`config.mk`:
```
export PLATFORM = sky130hd
export DESIGN_NAME = blowfish128_stream_ctrl
export DESIGN_NICKNAME = d
export VERILOG_FILES = /design/src/rtl/blowfish128_pkg.sv /design/src/rtl/blowfish128_stream_ctrl.sv
export SDC_FILE = /design/constraint.sdc
export NUM_CORES = 1
export LEC_CHECK = 0
export ABC_AREA = 1
export CAP_MARGIN = 20
export CORE_AREA = 3 3 359 361
export CTS_CLUSTER_SIZE = 30
export DETAILED_ROUTE_END_ITERATION = 10
export DIE_AREA = 0 0 362 364
export PLACE_DENSITY = 0.56
export SLEW_MARGIN = 15
export SYNTH_ARGS = -nofsm -noshare
export SYNTH_HDL_FRONTEND = slang
export SYNTH_SLANG_ARGS = --single-unit
```
`constraint.sdc`:
```
create_clock -name Clk -period 8.3 [get_ports Clk]
set_input_delay 2.075 -clock Clk [delete_from_list [all_inputs] [get_ports Clk]]
set_output_delay 2.075 -clock Clk [all_outputs]
set_load 0.05 [all_outputs]
```
`src/rtl/blowfish128_pkg.sv`:
```
// Shared types and constants for the Blowfish-128 stream controller.
package blowfish128_pkg;

    localparam int WORDS_PER_BLOCK = 4;
    localparam int REST_CYCLES_DEF = 2;

    typedef enum logic [1:0] {
        ST_FILL  = 2'd0,
        ST_RUN   = 2'd1,
        ST_REST  = 2'd2,
        ST_DRAIN = 2'd3
    } state_e;

endpackage

```
`src/rtl/blowfish128_stream_ctrl.sv`:
```
// Packs a 32-bit word stream into 128-bit blocks for a sibling Blowfish core and
// unpacks each result back into a word stream, MSW first.
//
// state | meaning
// FILL  | collecting 4 input words; key writes accepted here only
// RUN   | core enabled, inputs held, waiting for core_ready
// REST  | core disabled for REST_CYCLES before the next use
// DRAIN | presenting 4 result words on the output stream
module blowfish128_stream_ctrl
    import blowfish128_pkg::*;
#(
    parameter int WORD_W      = 32,
    parameter int REST_CYCLES = REST_CYCLES_DEF
) (
    input  logic                                Clk,
    input  logic                                RstN,
    input  logic [WORD_W-1:0]                   in_data,
    input  logic                                in_valid,
    output logic                                in_ready,
    input  logic                                mode_encrypt,
    input  logic                                key_wr_en,
    input  logic [2:0]                          key_wr_idx,
    input  logic [63:0]                         key_wr_data,
    input  logic [3:0]                          key_len_in,
    output logic                                core_enable,
    output logic                                core_encrypt,
    output logic [WORDS_PER_BLOCK*WORD_W-1:0]   core_plaintext,
    output logic [63:0]                         core_key0,
    output logic [63:0]                         core_key1,
    output logic [63:0]                         core_key2,
    output logic [63:0]                         core_key3,
    output logic [63:0]                         core_key4,
    output logic [63:0]                         core_key5,
    output logic [63:0]                         core_key6,
    output logic [63:0]                         core_key7,
    output logic [3:0]                          core_key_length,
    input  logic [WORDS_PER_BLOCK*WORD_W-1:0]   core_ciphertext,
    input  logic                                core_ready,
    output logic [WORD_W-1:0]                   out_data,
    output logic                                out_valid,
    input  logic                                out_ready,
    output logic                                busy
);

    localparam int         BLK_W     = WORDS_PER_BLOCK * WORD_W;
    localparam int         RW        = (REST_CYCLES > 1) ? $clog2(REST_CYCLES) : 1;
    localparam logic [1:0] LAST_WORD = 2'(WORDS_PER_BLOCK - 1);

    state_e            state_q, state_d;
    logic [1:0]        cnt_q, cnt_d;
    logic [RW-1:0]     rest_q, rest_d;
    logic              mode_q;
    logic [3:0]        key_len_q;
    logic [WORD_W-1:0] blk_q [WORDS_PER_BLOCK];
    logic [WORD_W-1:0] res_q [WORDS_PER_BLOCK];
    logic [63:0]       key_q [8];
    logic              fill_acc, run_cap, key_wr_ok;

    always_comb begin
        state_d     = state_q;
        cnt_d       = cnt_q;
        rest_d      = rest_q;
        in_ready    = 1'b0;
        core_enable = 1'b0;
        out_valid   = 1'b0;
        fill_acc    = 1'b0;
        run_cap     = 1'b0;
        key_wr_ok   = 1'b0;
        case (state_q)
            ST_FILL: begin
                // Held low while reset is asserted so no word is taken during reset.
                in_ready  = RstN;
                fill_acc  = in_valid && RstN;
                key_wr_ok = key_wr_en;
                if (fill_acc) begin
                    if (cnt_q == LAST_WORD) begin
                        cnt_d   = '0;
                        state_d = ST_RUN;
                    end else begin
                        cnt_d = cnt_q + 2'd1;
                    end
                end
            end
            ST_RUN: begin
                core_enable = 1'b1;
                if (core_ready) begin
                    run_cap = 1'b1;
                    rest_d  = RW'(REST_CYCLES - 1);
                    state_d = ST_REST;
                end
            end
            ST_REST: begin
                if (rest_q == '0) state_d = ST_DRAIN;
                else              rest_d  = rest_q - RW'(1);
            end
            ST_DRAIN: begin
                out_valid = 1'b1;
                if (out_ready) begin
                    if (cnt_q == LAST_WORD) begin
                        cnt_d   = '0;
                        state_d = ST_FILL;
                    end else begin
                        cnt_d = cnt_q + 2'd1;
                    end
                end
            end
            default: state_d = ST_FILL;
        endcase
    end

    always_ff @(posedge Clk) begin
        if (!RstN) begin
            state_q   <= ST_FILL;
            cnt_q     <= '0;
            rest_q    <= '0;
            mode_q    <= 1'b0;
            key_len_q <= '0;
            for (int i = 0; i < WORDS_PER_BLOCK; i++) begin
                blk_q[i] <= '0;
                res_q[i] <= '0;
            end
            for (int i = 0; i < 8; i++) key_q[i] <= '0;
        end else begin
            state_q <= state_d;
            cnt_q   <= cnt_d;
            rest_q  <= rest_d;
            if (fill_acc) begin
                blk_q[cnt_q] <= in_data;
                if (cnt_q == LAST_WORD) mode_q <= mode_encrypt;
            end
            if (key_wr_ok) begin
                key_q[key_wr_idx] <= key_wr_data;
                key_len_q         <= key_len_in;
            end
            if (run_cap) begin
                for (int i = 0; i < WORDS_PER_BLOCK; i++)
                    res_q[i] <= core_ciphertext[BLK_W-1-WORD_W*i -: WORD_W];
            end
        end
    end

    for (genvar g = 0; g < WORDS_PER_BLOCK; g++) begin : g_pt
        assign core_plaintext[BLK_W-1-WORD_W*g -: WORD_W] = blk_q[g];
    end

    assign core_encrypt    = mode_q;
    assign core_key_length = key_len_q;
    assign core_key0       = key_q[0];
    assign core_key1       = key_q[1];
    assign core_key2       = key_q[2];
    assign core_key3       = key_q[3];
    assign core_key4       = key_q[4];
    assign core_key5       = key_q[5];
    assign core_key6       = key_q[6];
    assign core_key7       = key_q[7];
    assign out_data        = res_q[cnt_q];
    assign busy            = !((state_q == ST_FILL) && (cnt_q == '0));

endmodule

```
==> impl_metrics.yaml <==
setup_path:
  cp_common_cell: "buf_4"
  crit_family: "buffers and inverters"
  critical_path_arrival_ns: 3.30
  cpPeakStageDelay_ns: 0.87
  end_kind: "primary output"
  critPathKind: "flop to primary output"
  cp.buffers_inverters: 4
  crit_chain: "buf_4 > clkinv_1 > buf_4 > o21ai_0 > o22ai_1 > clkdlybuf4s50_1"
  startpoint_type: "flop"
  cp.required_ns: 6.23
  cp_slowest_cell: "clkdlybuf4s50_1"
  cp_max_fo: 65
die:
  die_area_um2: 132000
  initial_core_util: 0.231
  io_pins: 919
  die-height_um: 364
  die_width_um: 362
  core_area_um2: 126000
  rows: 130
clocking:
  cts_tree: "yes"
  path_clk_slew_ns: 0.06
  cts_setup_buffers: 0
  cts_resized: 0
  hold_buffers: 0
  cts_buffer_depth: 3
  cts_sinks: 780
  cts_buffers: 88
  clock_latency_ns: 0.69
  root_buffer: "clkbuf_16"
  htree_levels: 3
timing:
  fin_crit_ns: 5.37
  slew_violations: 0
  hold_violations: 0
  setup_tns_ns: 0
  worstMarginPinSlew_ns: 1.13
  maxSlewHeadroom: 0.248
  hold_ws_ns: 0.489
  fmaxAchievable_mhz: 186
  rsz0062_at_grt: "false"
  setup_violations: 0
  setup_ws_ns: 2.93
  skew_ns: 0.0506
  fin_crit_sh: 0.647
power:
  powerDensity_nw_per_um2: 237
  power_mw: 10.1
  ir_drop_uv: 161
  p_leak_nw: 16.7
drt:
  via_count: 20000
  dr.pass1.iters: 7
  drt_iter0_drc: 1950
  wirelength_mm: 110
  remaining_drc_errors: 0
  wl_per_cell_um: 22.9
  via_per_inst: 4.15
  antenna_violating_nets_post_route: 0
cells_and_area:
  drive_gt1_frac: 0.0558
  stdcell_count: 4808
  final_common_cell: "clkdlybuf4s50_1"
  syn2layout_area_growth_pct: 47.1
  fillers: 12400
  nets: 3322
  multiInputGateArea_um2: 4250
  final_cell_mix: "clkdlybuf4s50_1, nor2_1, edfxtp_1"
  regArea_um2: 23300
yosys:
  ys_types: 21
  yosysSeqAreaShare: 0.801
  synthCells: 2150
  async_reset_ff_frac: 0
  synthFlopType: "edfxtp_1"
  synth_seq_cells: 780
  synth-edff-count: 768
  yosys_warnings: 0
  syn_area_um2: 29100
  syn-num-nets: 2394
  synth_area_per_cell_um2: 13.5
global_route:
  gr-total-overflow: 0
  grt_pass1_vias: 19800
  grt_pass1_wl_mm: 151
  grtUsageTotal: 0.160
  grt_max_degree: 79
  antenna_found_initial: 7
placed_design:
  pre_cts_slack_ns: 2.63
  hpwl_mm: 77.3
  io_buffers: 918
  dp.cells: 4635
  gp_congestion: 0.833
flow_run:
  drv_cap: 0
status:
  status: "finished, final reports clean"
worst_hold_path:
  worst_hold_path_type: "flop to flop"
[worst reg2reg max path, stage by stage (launching register included)]
cell and delay (ns):
dfxtp_1 0.35, inv_1 0.09, ha_1 0.44, nand2_2 0.15
inv_2 0.26, nand2_2 0.19, nor2_4 0.27, nand2_4 0.48
nand2_4 0.40, buf_4 0.68
[where the power goes]
group          leakage, nW  switching, mW  total [mW]  internal [mW]
clock                 1.37           1.68        3.82           2.14
combinational         7.23           1.23        1.72          0.486
sequential            8.05         0.0628        4.60           4.53
[sequential cells by signal (all words and copies together), names as in the netlist, named ones only]
register and flops:
key_q 512, blk_q 128, res_q 128, core_key_length 4, cnt_q 2, state_q 2
core_encrypt 1, rest_q 1
[path summary, 6_finish.rpt]
| path | from | endpoint | slack (ns) | depth (start not counted) |
|---|---|---|---|---|
| hold reg to reg | core_key_length[3] | core_key_length[3] | 0.49 | 2 |
| hold / removal | core_key_length[3] | core_key_length[3] | 0.49 | 2 |
| setup / recovery | flop | out_data[5] | 2.93 | 6 |
| setup reg to reg | state_q[0] | key_q[1][60] | 4.45 | 9 |
[final cells by class]
cell class / instances / share of cell area
sequential: 780 / 0.544
timing repair buffer: 942 / 0.220
multi-input combinational: 1023 / 0.0992
clock buffer: 104 / 0.0528
tap: 1650 / 0.0482
inverter: 243 / 0.0213
clock inverter: 60 / 0.0136
antenna: 6 / 0.000351
[per-layer routing]
metal,up-vias,track usage,part of all wire
met1,9948,0.181,0.37
met2,844,0.282,0.51
met4,0,0.0608,0.035
met5,-,0,0
met3,169,0.0526,0.081
li1,9005,-,-
[kinds of logic (layout without fill, tap and decap cells)]
family / Yosys count / count (layout) / synth area share
AO/OA/AOI/OAI: 107 / 107 / 0.0199
buffers and inverters: 347 / 1349 / 0.0575
adder cells (fa/ha/maj): 6 / 6 / 0.00258
flip-flops: 780 / 780 / 0.801
AND/OR/NAND/NOR: 910 / 910 / 0.119
other: 0 / 6 / 0
[through the flow]
step                 util  instance area [um2]
detailed placement  0.317                39900
global route        0.340                42800
finish              0.341                42800
floorplan               -                29100
CTS                 0.340                42700
global placement    0.317                39900
[synthesized netlist by cell type (2+ instances only)]
cell type  instances  area share
a21oi_1            4     0.00069
buf_1              4     0.00052
buf_2              8      0.0014
buf_6             48       0.019
clkbuf_1          44      0.0057
dfxtp_1           12      0.0083
edfxtp_1         768        0.79
ha_1               6      0.0026
inv_1            240       0.031
inv_2              2     0.00026
nand2_1           34      0.0044
nand2_2           11      0.0024
nand3_1            4     0.00069
nor2_1           857        0.11
nor2_4             2     0.00077
o21ai_0           70       0.012
o22ai_1           32      0.0069
Note: power is estimated with default switching activity, not from simulation.
